<file path="src/rtl/mem_port_arb.sv">
// Shared memory-port arbiter: LS has fixed priority over IF, with a starvation
// guard that forces an IF grant after STARVE_MAX consecutive LS grants.
module mem_port_arb #(
    parameter int ADDR_W     = 64,
    parameter int DATA_W     = 64,
    parameter int STARVE_MAX = 4
) (
    input  logic                clock,
    input  logic                reset,
    input  logic                if_req_valid,
    output logic                if_req_ready,
    input  logic [ADDR_W-1:0]   if_req_addr,
    output logic                if_resp_valid,
    output logic [DATA_W-1:0]   if_resp_data,
    input  logic                ls_req_valid,
    output logic                ls_req_ready,
    input  logic [ADDR_W-1:0]   ls_req_addr,
    input  logic                ls_req_wen,
    input  logic [DATA_W-1:0]   ls_req_wdata,
    input  logic [DATA_W/8-1:0] ls_req_wmask,
    output logic                ls_resp_valid,
    output logic [DATA_W-1:0]   ls_resp_data,
    output logic                mem_req_valid,
    input  logic                mem_req_ready,
    output logic [ADDR_W-1:0]   mem_req_addr,
    output logic                mem_req_wen,
    output logic [DATA_W-1:0]   mem_req_wdata,
    output logic [DATA_W/8-1:0] mem_req_wmask,
    input  logic                mem_resp_valid,
    input  logic [DATA_W-1:0]   mem_resp_data,
    output logic                busy,
    output logic                grant_ls
);

    localparam int MASK_W = DATA_W / 8;
    localparam int CNT_W  = $clog2(STARVE_MAX + 1);
    localparam logic [CNT_W-1:0] CNT_MAX = CNT_W'(STARVE_MAX);

    typedef enum logic [1:0] {
        IDLE = 2'd0,
        REQ  = 2'd1,
        WAIT = 2'd2
    } state_t;

    state_t              state_q, state_d;
    logic [CNT_W-1:0]    cnt_q, cnt_d;
    logic                owner_q, owner_d;
    logic [ADDR_W-1:0]   addr_q, addr_d;
    logic                wen_q, wen_d;
    logic [DATA_W-1:0]   wdata_q, wdata_d;
    logic [MASK_W-1:0]   wmask_q, wmask_d;
    logic                if_resp_valid_q, if_resp_valid_d;
    logic                ls_resp_valid_q, ls_resp_valid_d;
    logic [DATA_W-1:0]   if_resp_data_q, if_resp_data_d;
    logic [DATA_W-1:0]   ls_resp_data_q, ls_resp_data_d;

    logic idle_s;
    logic starve_s;
    logic gnt_ls_s;
    logic gnt_if_s;

    // Grant decision; readies are suppressed while reset is held
    always_comb begin
        idle_s   = (state_q == IDLE) && !reset;
        starve_s = if_req_valid && (cnt_q == CNT_MAX);
        gnt_ls_s = idle_s && ls_req_valid && !starve_s;
        gnt_if_s = idle_s && if_req_valid && !gnt_ls_s;
    end

    // Next-state, latch and response-routing logic
    always_comb begin
        state_d         = state_q;
        cnt_d           = cnt_q;
        owner_d         = owner_q;
        addr_d          = addr_q;
        wen_d           = wen_q;
        wdata_d         = wdata_q;
        wmask_d         = wmask_q;
        if_resp_valid_d = 1'b0;
        ls_resp_valid_d = 1'b0;
        if_resp_data_d  = if_resp_data_q;
        ls_resp_data_d  = ls_resp_data_q;
        case (state_q)
            IDLE: begin
                if (gnt_ls_s) begin
                    state_d = REQ;
                    owner_d = 1'b1;
                    addr_d  = ls_req_addr;
                    wen_d   = ls_req_wen;
                    wdata_d = ls_req_wdata;
                    wmask_d = ls_req_wmask;
                    // Count LS wins only while IF is actually waiting
                    if (if_req_valid && (cnt_q != CNT_MAX)) begin
                        cnt_d = cnt_q + CNT_W'(1);
                    end else begin
                        cnt_d = cnt_q;
                    end
                end else if (gnt_if_s) begin
                    state_d = REQ;
                    owner_d = 1'b0;
                    addr_d  = if_req_addr;
                    wen_d   = 1'b0;
                    wdata_d = {DATA_W{1'b0}};
                    wmask_d = {MASK_W{1'b0}};
                    cnt_d   = {CNT_W{1'b0}};
                end else begin
                    state_d = IDLE;
                end
            end
            REQ: begin
                if (mem_req_ready) begin
                    state_d = WAIT;
                end else begin
                    state_d = REQ;
                end
            end
            WAIT: begin
                if (mem_resp_valid) begin
                    state_d = IDLE;
                    if (owner_q) begin
                        ls_resp_valid_d = 1'b1;
                        ls_resp_data_d  = mem_resp_data;
                    end else begin
                        if_resp_valid_d = 1'b1;
                        if_resp_data_d  = mem_resp_data;
                    end
                end else begin
                    state_d = WAIT;
                end
            end
            default: begin
                state_d = IDLE;
            end
        endcase
    end

    // State and datapath registers, synchronous reset
    always_ff @(posedge clock) begin
        if (reset) begin
            state_q         <= IDLE;
            cnt_q           <= {CNT_W{1'b0}};
            owner_q         <= 1'b0;
            addr_q          <= {ADDR_W{1'b0}};
            wen_q           <= 1'b0;
            wdata_q         <= {DATA_W{1'b0}};
            wmask_q         <= {MASK_W{1'b0}};
            if_resp_valid_q <= 1'b0;
            ls_resp_valid_q <= 1'b0;
            if_resp_data_q  <= {DATA_W{1'b0}};
            ls_resp_data_q  <= {DATA_W{1'b0}};
        end else begin
            state_q         <= state_d;
            cnt_q           <= cnt_d;
            owner_q         <= owner_d;
            addr_q          <= addr_d;
            wen_q           <= wen_d;
            wdata_q         <= wdata_d;
            wmask_q         <= wmask_d;
            if_resp_valid_q <= if_resp_valid_d;
            ls_resp_valid_q <= ls_resp_valid_d;
            if_resp_data_q  <= if_resp_data_d;
            ls_resp_data_q  <= ls_resp_data_d;
        end
    end

    assign if_req_ready  = gnt_if_s;
    assign ls_req_ready  = gnt_ls_s;
    assign mem_req_valid = (state_q == REQ);
    assign mem_req_addr  = addr_q;
    assign mem_req_wen   = wen_q;
    assign mem_req_wdata = wdata_q;
    assign mem_req_wmask = wmask_q;
    assign if_resp_valid = if_resp_valid_q;
    assign if_resp_data  = if_resp_data_q;
    assign ls_resp_valid = ls_resp_valid_q;
    assign ls_resp_data  = ls_resp_data_q;
    assign busy          = (state_q != IDLE);
    assign grant_ls      = owner_q;

endmodule
</file>
<file path="config.mk">
export PLATFORM = sky130hd
export DESIGN_NAME = mem_port_arb
export DESIGN_NICKNAME = d
export VERILOG_FILES = /design/src/rtl/mem_port_arb.sv
export SDC_FILE = /design/constraint.sdc
export NUM_CORES = 1
export LEC_CHECK = 0
export CAP_MARGIN = 25
export CORE_AREA = 3 3 208 210
export DETAILED_ROUTE_END_ITERATION = 8
export DIE_AREA = 0 0 211 213
export GPL_ROUTABILITY_DRIVEN = 0
export PLACE_DENSITY = 0.54
export SLEW_MARGIN = 15
export SYNTH_ARGS = -nofsm -noshare
export SYNTH_HDL_FRONTEND = slang
export SYNTH_SLANG_ARGS = --single-unit
</file>
<file path="constraint.sdc">
create_clock -name clock -period 2.55 [get_ports clock]
set_clock_uncertainty 0.15 [all_clocks]
set_input_delay 0.6375 -clock clock [delete_from_list [all_inputs] [get_ports clock]]
set_output_delay 0.6375 -clock clock [all_outputs]
set_load 0.02 [all_outputs]
</file>
Word-level counts from Yosys, hierarchy flattened
Cells that the tools add are included.
{ "word_totals": {"regBits": 273, "latchBits": 0, "ram_bits": 0, "mem_bits_ro": 0, "in_bits": 271, "out_inout_bits": 272, "elab_cells": 57, "mem_count": 0} }
{ "classes": {"add_sub_neg": 1, "mul": 0, "div_mod_pow": 0, "n_lt_le_gt_ge": 0, "n_eq_ne": 5, "shift": 0, "n_mux": 19, "n_bitwise": 3, "n_reduce_logical": 18} }
{ "ops": {"columns": ["operator", "count"], "rows": [
  ["two-way mux 64 bit", 4],
  ["two-way mux 8 bit", 2],
  ["two-way mux 3 bit", 3],
  ["AND reduction 3 bit", 3],
  ["logical AND 1 bit", 7],
  ["two-way mux 1 bit", 7],
  ["case mux 2 bit (3 select lines)", 1],
  ["two-way mux 2 bit", 2],
  ["nonzero test 2 bit", 2],
  ["adder 3 x 1 -> 3 bit (second input constant)", 1],
  ["== test 3 bit (second input constant)", 1],
  ["zero test 1 bit", 3],
  ["!= test 3 bit (second input constant)", 1],
  ["NOT 1 bit", 3],
  ["OR reduction 3 bit", 1],
  ["== test 2 x 1 -> 1 bit (second input constant)", 1],
  ["== test 2 bit (second input constant)", 1],
  ["zero test 2 bit", 1],
  ["!= test 2 x 1 -> 1 bit (second input constant)", 1],
  ["AND reduction 2 bit", 1]
]} }

Logic depth before layout (Yosys ltp)
Gate-level depths: netlist of the first run.
{ "logic_depth": {"word_depth": 9, "ltp_mapped": 8} }

Least setup slack after synthesis of the first run
OpenSTA, ideal clock, no wires.
{ "synth_path": {"kind": "input port to output port", "startpoint": "input port reset", "endpoint": "output port if_req_ready", "arrival_ns": 1.794, "required_time_ns": 1.762, "slack_ns": -0.031, "cell_stages": 5, "path_cell_list": "buf_2 -> nor4b_4 -> buf_4 -> buf_6 -> a21boi_1"} }
{ "synth_between": {"elab_chain_len": 6} }
{ "synth_rtl": {"columns": ["item", "line", "source"], "rows": [
  ["start: declaration", "9", "input logic reset,"],
  ["zero test 1 bit (*)", "64", "idle_s = (state_q == IDLE) && !reset;"],
  ["logical AND 1 bit (*)", "64", null],
  ["logical AND 1 bit (2 in a row)", "66", "gnt_ls_s = idle_s && ls_req_valid && !starve_s;"],
  ["zero test 1 bit", "67", "gnt_if_s = idle_s && if_req_valid && !gnt_ls_s;"],
  ["logical AND 1 bit (*)", "67", null],
  ["end: declaration", "11", "output logic if_req_ready,"]
]} }
Mark *: on every way between the ends. The rest lies on a longest branch, timed or not.

Worst setup path in the final report of the first run
{ "layout_path": {"startpoint": "register state_q[0]", "endpoint": "output port if_req_ready"} }
{ "layout_between": {"elab_chain_len": 6} }
{ "layout_rtl": {"columns": ["item", "line", "source"], "rows": [
  ["start: declaration", "45", "state_t state_q, state_d;"],
  ["start signal: assignment", "152", "state_q <= state_d;"],
  ["zero test 2 bit (*)", "64", null],
  ["logical AND 1 bit (*)", "64", null],
  ["logical AND 1 bit (2 in a row)", "66", null],
  ["zero test 1 bit", "67", null],
  ["logical AND 1 bit (*)", "67", null]
]} }
Marked as above.

==> results_dict.tcl, run 1 <==
set metrics [dict create \
    reg2reg_from "cnt_q[0]" \
    yosys_warnings 0 \
    fp.dieW_um 211 \
    start_kind "register" \
    tightest_slew_ps 840 \
    grt_pass1_vias 10200 \
    relSlewSlack_pct 44.0 \
    cpLargestDelayFamily "flip-flops" \
    grt_overflow 0 \
    cpPeakStageDelay_ps 330 \
    syn_inst 1131 \
    r2r_cells 7 \
    first_iter_violations 560 \
    synth_top_cell_area_share_pct 53.0 \
    async_flop_share_pct 0 \
    clk_latency_ps 520 \
    nNetsFinal 1906 \
    p_total_uw 11000 \
    die_y_um 213 \
    rows 75 \
    cts_tree "built" \
    final-instance-count-excl-fill 2201 \
    final.setup.worst_slack_ps 89.6 \
    area_growth_pct 68.5 \
    crit_slowest_cell "dfxtp_2" \
    seq_area_mm2 0.00547 \
    design.die.area_mm2 0.0449 \
    place_worst_setup_slack_ps -424 \
    wl_per_cell_um 19.9 \
    ioPinCount 543 \
    synth_flop_cell "dfxtp_1" \
    cts_setup_buffers 0 \
    synth_enable_flop_cells 0 \
    ys_ff_latch 273 \
    crit_buf_inv 2 \
    antenna_left 0 \
    seq_area_frac_synth_pct 53.0 \
    yosys.area.top_type "dfxtp_1" \
    period_needed_ps 2460 \
    drc 0 \
    rsz0062_at_grt "no" \
    fill_cells 4193 \
    r2r_end "mem_req_addr[7]" \
    regToRegSetupSlack_ps 410 \
    crit_type "reg -> out" \
    met1_length_um 17100 \
    portBuffers 542 \
    wl_met2_um 21200 \
    top_layer "met5" \
    grtUsageTotal_pct 18.5 \
    path_cells "buf_6 -> nor4b_4 -> a21boi_4 -> buf_12" \
    hold_path_depth 2 \
    worstHoldEndpoint "ls_resp_data[12]" \
    hold_viol 0 \
    wl_um 43800 \
    synth_area_leaders "dfxtp_1 (53%), a21oi_1 (9.5%), nand2_1 (9.4%)" \
    hp-class "reg -> reg" \
    fmax_mhz 406 \
    clk_pin_slew_worst_paths_ps 60 \
    ir_drop_v 0.000377 \
    core_area_mm2 0.0418 \
    p_per_area_mw_per_mm2 632 \
    drive_above_1_share_pct 5.38 \
    clockBufferDepth 3 \
    wl_met3_um 3980 \
    cts_sinks 273 \
    ctsRootBufferMaster "clkbuf_16" \
    multi_input_area_mm2 0.00416 \
    grt_max_degree 158 \
    syn_area_mm2 0.0103 \
    yosysMostFrequentCell "dfxtp_1" \
    numCtsBuffers 34 \
    cap_viol_max_count 0 \
    htree_levels 2 \
    drtPass1Iterations 5 \
    ys_types 32 \
    viasPerCell 4.64 \
    hpwl_um 31000 \
    cts-hold-fix-buffers 0 \
    status "completed" \
    endpoint_kind "primary output" \
    antenna_found_initial 8 \
    grt_pass1_wl_um 63900 \
    avgSynthCellArea_um2 9.11 \
    dp.cells 2136 \
    period_share_pct 96.5 \
    critPathRequiredTime_ps 1760 \
    drv_slew 0 \
    setup_viol 0 \
    critPathArrivalTime_ps 1670 \
    route.vias.total 10200 \
    min_from "ls_resp_data[12]" \
    cp_max_fo 11 \
    leakage_uw 0.00653 \
    initial_core_util_pct 24.7 \
    synth_commonest_cells "dfxtp_1 (273), nand2_1 (258), a21oi_1 (195)" \
    synthesis.nets 1404 \
]
## logic make-up (layout without fill, tap and decap cells)
kind of cell,Yosys count,after routing,synth area share [%]
buffers and inverters,174,698,7.25
adders and majority gates,2,2,0.243
AOI/OAI and AO/OA,338,338,22.3
muxes,64,64,6.21
and+or+nand+nor,280,280,10.9
other,0,7,0
DFF,273,273,53.0
## layer usage
layer | vias up | global-route usage [%]
li1 | 4934 | -
met3 | 68 | 7.05
met4 | 2 | 8.43
met2 | 430 | 30.8
met1 | 4776 | 21.1
met5 | - | 0
## where the power goes
group          switching [uW]  internal (uW)  total (uW)  leakage, uW
combinational             830            940        1770      0.00379
sequential                106           4460        4560      0.00222
clock                    1850           2800        4650     0.000519
total                    2780           8200       11000      0.00653
## state kept, by name, summed over array words and instances (netlist names)
signal and flops:
mem_req_wmask 8, state_q 2, ls_resp_valid 1, mem_req_wen 1, mem_req_addr 64, if_resp_valid 1
grant_ls 1, if_resp_data 64, cnt_q 3, mem_req_wdata 64, ls_resp_data 64
## cell type report
| class | instances | share of cell area, % |
|---|---|---|
| repair buffers | 570 | 33.0 |
| flip-flops and latches | 273 | 31.5 |
| multi-input cells | 684 | 23.9 |
| clock buffers | 53 | 5.78 |
| well taps | 539 | 3.88 |
| inverters | 70 | 1.51 |
| clock inverters | 5 | 0.331 |
| diodes | 7 | 0.101 |
## worst min-delay path, stage by stage (launching register included)
cell and delay, ps:
dfxtp_1 310, nand2_1 50, a21oi_1 50
## stage by stage
step | hold slack (ps) | area (um^2) | setup TNS [ps] | util, %
floorplan | 303 | 10300 | 0 | -
global placement | 291 | 16300 | -14260 | 39.0
detailed placement | 296 | 16300 | -14380 | 39.0
CTS | 289 | 17400 | 0 | 41.5
global route | 315 | 17400 | 0 | 41.6
finish | 302 | 17400 | 0 | 41.6
## layout by cell type, fill, tap and decap left out, types with 2 or more instances in the layout
cell type,synthesis,routed
inv_1,69,69
a32oi_1,2,2
clkbuf_16,0,35
clkbuf_1,42,12
diode_2,0,7
mux2i_1,64,64
clkinv_2,0,2
clkbuf_8,0,6
nand4_1,4,4
a21oi_1,195,195
buf_6,4,3
a22o_1,73,73
ha_1,2,2
nor2_1,6,6
clkdlybuf4s50_1,0,533
nor3b_1,2,2
dlygate4sd2_1,0,4
dfxtp_1,273,271
buf_4,1,20
buf_12,0,8
nand2_1,258,258
a41o_1,64,64
dfxtp_2,0,2
## what timing repair did
item                       CTS  global route
setup endpoints to repair    5             3
resized for setup           12             3
pin swaps                    0             2
## worst max-delay path by stage
| stage | startpoint | to | cells after the start |
|---|---|---|---|
| floorplan | reset | if_req_ready | 5 |
| global placement | if_req_valid | ls_req_ready | 5 |
| detailed placement | if_req_valid | ls_req_ready | 5 |
| CTS | ls_resp_data[8] | ls_resp_data[8] | 1 |
| global route | state_q[0] | if_req_ready | 4 |
| finish | state_q[0] | if_req_ready | 4 |
Note: power is estimated with default switching activity, not from simulation.
==> run 2: changes to the inputs <==
Settings changed: CORE_AREA 3 3 208 210 to 2 2 213 215, DIE_AREA 0 0 211 213 to 0 0 215 217, PLACE_DENSITY 0.54 to 0.51.
==> run 2 against run 1 <==
- non-clock buffer count is 4 higher
- die area grew 3.8%
- combinational power about the same
- critical path type unchanged
- register-to-register slack got worse by 100 ps
- worst hold slack better by 0.51 ps
- cell area grew 1.6%
- via count barely moved
- cell count rose by 2.9%
- critical endpoint is now ls_req_ready
- core utilization fell by 2.1 points
- first-iteration DRC count up 0.18%
- total power is 5.6% higher
==> results_dict.tcl, run 2 (synthesis results as in run 1) <==
set metrics [dict create \
    post-route-util_pct 39.5 \
    drtPass1Iterations 5 \
    first_iter_violations 561 \
    cp_max_fo 3 \
    hold_path_depth 2 \
    rsz0062_at_grt "no" \
    drv_slew 0 \
    hp-class "reg -> reg" \
    drc 0 \
    grt_pass1_wl_um 62000 \
    p_per_area_mw_per_mm2 657 \
    r2r_cells 5 \
    grt_max_degree 202 \
    hold_viol 0 \
    p_total_uw 11600 \
    final_common_cell "clkdlybuf4s50_1" \
    critPathRequiredTime_ps 1760 \
    route.vias.total 10200 \
    nNetsFinal 1911 \
    wl_um 41900 \
    antenna_cells 0 \
    grt_pass1_vias 10000 \
    cts_sinks 273 \
    viasPerCell 4.51 \
    hpwl_um 28900 \
    worstHoldEndpoint "ls_resp_data[49]" \
    cts-hold-fix-buffers 0 \
    leakage_uw 0.00662 \
    grt_overflow 0 \
    ir_drop_v 0.000386 \
    r2r_end "mem_req_addr[2]" \
    period_share_pct 95.0 \
    ioPinCount 543 \
    relSlewSlack_pct 28.6 \
    fmax_mhz 413 \
    crit_type "reg -> out" \
    fp.dieW_um 215 \
    dp.cells 2197 \
    rows 78 \
    design.die.area_mm2 0.0467 \
    min_from "ls_resp_data[49]" \
    htree_levels 2 \
    final.setup.worst_slack_ps 127 \
    final_cell_area_mm2 0.0176 \
    status "completed" \
    clk_pin_slew_worst_paths_ps 60 \
    clockBufferDepth 3 \
    placed_area_mm2 0.0164 \
    core_area_mm2 0.0447 \
    critPathArrivalTime_ps 1640 \
    regToRegSetupSlack_ps 310 \
    area_growth_pct 71.2 \
    ctsRootBufferMaster "clkbuf_16" \
    fill_cells 4542 \
    cts_tree "built" \
    final-instance-count-excl-fill 2264 \
    antenna_found_initial 1 \
    reg2reg_from "state_q[1]" \
    grtUsageTotal_pct 17.0 \
    portBuffers 542 \
    endpoint_kind "primary output" \
    start_kind "register" \
    drive_above_1_share_pct 6.31 \
    cap_viol_max_count 0 \
    period_needed_ps 2420 \
    wl_per_cell_um 18.5 \
    die_y_um 217 \
    place_worst_setup_slack_ps -700 \
    setup_viol 0 \
    tightest_slew_ps 1070 \
    initial_core_util_pct 23.1 \
    layout_common_cells "clkdlybuf4s50_1 (535), dfxtp_1 (271), nand2_1 (258)" \
    clk_latency_ps 530 \
    numCtsBuffers 35 \
    antenna_left 0 \
]
## run 2: timing repair
item / 4_1_cts / 5_1_grt
cloned: 0 / 0
gates resized for setup: 15 / 5
pin swaps: 1 / 0
buffers inserted: 3 / 1
setup endpoints to repair: 4 / 3
## run 2: routing by layer
layer / track usage, % / vias to the layer above / wire length, um
met1: 21.5 / 4806 / 18000
met5: 0 / - / 13
li1: - / 4931 / -
met4: 5.70 / 2 / 1170
met2: 27.2 / 404 / 19300
met3: 5.83 / 66 / 3460
## run 2: critical path, stage by stage, from the launching register on
cell	delay, ps
dfxtp_2	330
inv_1	40
ha_2	160
nand3_2	60
buf_4	110
nand4_1	160
inv_2	110
buf_6	120
## run 2: layout make-up
| type | instances | area, um^2 | share of cell area (%) |
|---|---|---|---|
| clock inverter | 9 | 160 | 0.907 |
| timing repair buffer | 574 | 5780 | 32.7 |
| multi-input combinational | 684 | 4160 | 23.6 |
| inverter | 70 | 263 | 1.49 |
| sequential | 273 | 5470 | 31.0 |
| tap | 600 | 751 | 4.25 |
| clock buffer | 54 | 1070 | 6.05 |
## run 2: report_power, final
part | leakage, uW | switching (uW) | internal, uW
registers | 0.00222 | 106 | 4460
logic | 0.00380 | 831 | 951
clock network | 0.000605 | 1960 | 3290
## run 2: worst max path at each step
| stage | from | slack, ps | end |
|---|---|---|---|
| after floorplan | reset | 80 | if_req_ready |
| after global placement | if_req_valid | -670 | if_req_ready |
| after detailed placement | if_req_valid | -700 | if_req_ready |
| after CTS | cnt_q[1] | 0.5 | ls_req_ready |
| after global routing | cnt_q[0] | 8 | if_req_ready |
| final | cnt_q[1] | 130 | ls_req_ready |
## run 2: stage by stage
stage                     hold slack (ps)  setup TNS [ps]
after detailed placement              295          -22860
after global placement                291          -20690
after CTS                             303               0
final                                 302               0
after global routing                  317               0
after floorplan                       303               0
==> run 3: changes to the inputs <==
Settings changed: CORE_AREA 2 2 213 215 to 4 4 209 211, DIE_AREA 0 0 215 217 to 0 0 213 215, PLACE_DENSITY 0.51 to 0.54.
==> run 3 against run 2 <==
- routed wire length grew 4.1%
- clock-buffer cell count shrank 1
- global-route usage grew 0.80 points
- setup slack lost 45 ps
- largest cell class unchanged
- largest power group unchanged
==> results_dict.tcl, run 3 (synthesis results as in run 1) <==
set metrics [dict create \
    period_needed_ps 2470 \
    grt_pass1_vias 9861 \
    wl_um 43700 \
    first_iter_violations 548 \
    design.die.area_mm2 0.0458 \
    crit_type "reg -> out" \
    ioPinCount 543 \
    endpoint_kind "primary output" \
    cap_viol_max_count 0 \
    ir_drop_v 0.000498 \
    layout_common_cells "clkdlybuf4s50_1 (535), dfxtp_1 (269), nand2_1 (258)" \
    crit_start "state_q[1]" \
    wl_per_cell_um 19.8 \
    viasPerCell 4.59 \
    route.vias.total 10200 \
    reg2reg_from "cnt_q[0]" \
    finalSetupTns_ps 0 \
    fill_cells 4119 \
    hold_viol 0 \
    final_cell_area_mm2 0.0175 \
    core_area_mm2 0.0418 \
    relSlewSlack_pct 30.1 \
    critPathArrivalTime_ps 1680 \
    leakage_uw 0.00662 \
    nNetsFinal 1916 \
    start_kind "register" \
    portBuffers 542 \
    critPathRequiredTime_ps 1760 \
    period_share_pct 96.8 \
    antenna_found_initial 5 \
    final_common_cell "clkdlybuf4s50_1" \
    dp.cells 2140 \
    cts_tree "built" \
    drv_slew 0 \
    grt_overflow 0 \
    min_from "ls_resp_data[59]" \
    tightest_slew_ps 1050 \
    clk_pin_slew_worst_paths_ps 50 \
    numCtsBuffers 35 \
    grt_pass1_wl_um 63100 \
    final-instance-count-excl-fill 2210 \
    cp_max_fo 7 \
    drc 0 \
    grtUsageTotal_pct 17.8 \
    drive_above_1_share_pct 6.54 \
    antenna_left 0 \
    hpwl_um 30900 \
    die_y_um 215 \
    setup_viol 0 \
    hp-class "reg -> reg" \
    area_growth_pct 70.2 \
    grt_max_degree 202 \
    rsz0062_at_grt "yes" \
    placed_area_mm2 0.0163 \
    clk_latency_ps 530 \
    rows 75 \
    initial_core_util_pct 24.7 \
    cts-hold-fix-buffers 0 \
    htree_levels 2 \
    cts_sinks 273 \
    clockBufferDepth 3 \
    ctsRootBufferMaster "clkbuf_16" \
    fmax_mhz 405 \
    fp.dieW_um 213 \
    p_per_area_mw_per_mm2 640 \
    status "completed" \
    drtPass1Iterations 6 \
]
run 3: changes by cell type in the layout (fill, tap and decap cells not counted), moves of 2 or more:
cell and change:
buf_4 +4, bufinv_16 -3, clkbuf_8 -2, clkinv_2 +2
dfxtp_1 -2, diode_2 +4
run 3: through the flow:
stage          hold WS [ps]  setup WS, ps  total power, uW  utilization, %
3_5_place_dp            295          -515             6430            39.1
6_report                301          82.1            11200            42.0
2_1_floorplan           303          79.2             5410               -
3_3_place_gp            292          -523             6420            39.1
4_1_cts                 294         0.302            11400            41.9
5_1_grt                 317         -11.6            11700            42.0
run 3: worst paths after layout:
| kind | to | slack, ps | depth (start not counted) |
|---|---|---|---|
| worst max-delay path | if_req_ready | 80 | 4 |
| worst min-delay path | ls_resp_data[59] | 300 | 2 |
| worst max register to register | mem_req_wdata[8] | 420 | 8 |
| worst min register to register | ls_resp_data[59] | 300 | 2 |
run 3: worst max-delay path, stage by stage (launching register included):
cell	delay (ps)
dfxtp_4	350
buf_8	130
nor4b_4	290
a21boi_4	240
buf_12	130
run 3: metal layers:
layer / GRT usage, % / wire [um]
met5: 0 / 12
met4: 5.39 / 1140
met3: 7.89 / 4630
met2: 29.9 / 21000
met1: 20.5 / 16900
run 3: cell type report:
type	instances	area (um^2)	share of cell area [%]
clock inverters	8	72.6	0.414
inverters	70	268	1.53
clock buffers	53	1070	6.08
flip-flops and latches	273	5470	31.2
diodes	4	10.0	0.0570
multi-input cells	684	4160	23.7
well taps	539	674	3.84
repair buffers	579	5820	33.2
run 3: report_power, final:
group	internal (uW)	switching, uW
Combinational	950	828
Clock	2980	1900
Sequential	4460	105
run 3: timing repair:
action,CTS,global route
setup endpoints to repair,4,3
gates cloned,0,0
pin swaps,2,1
resized for setup,14,10
buffers inserted,1,4
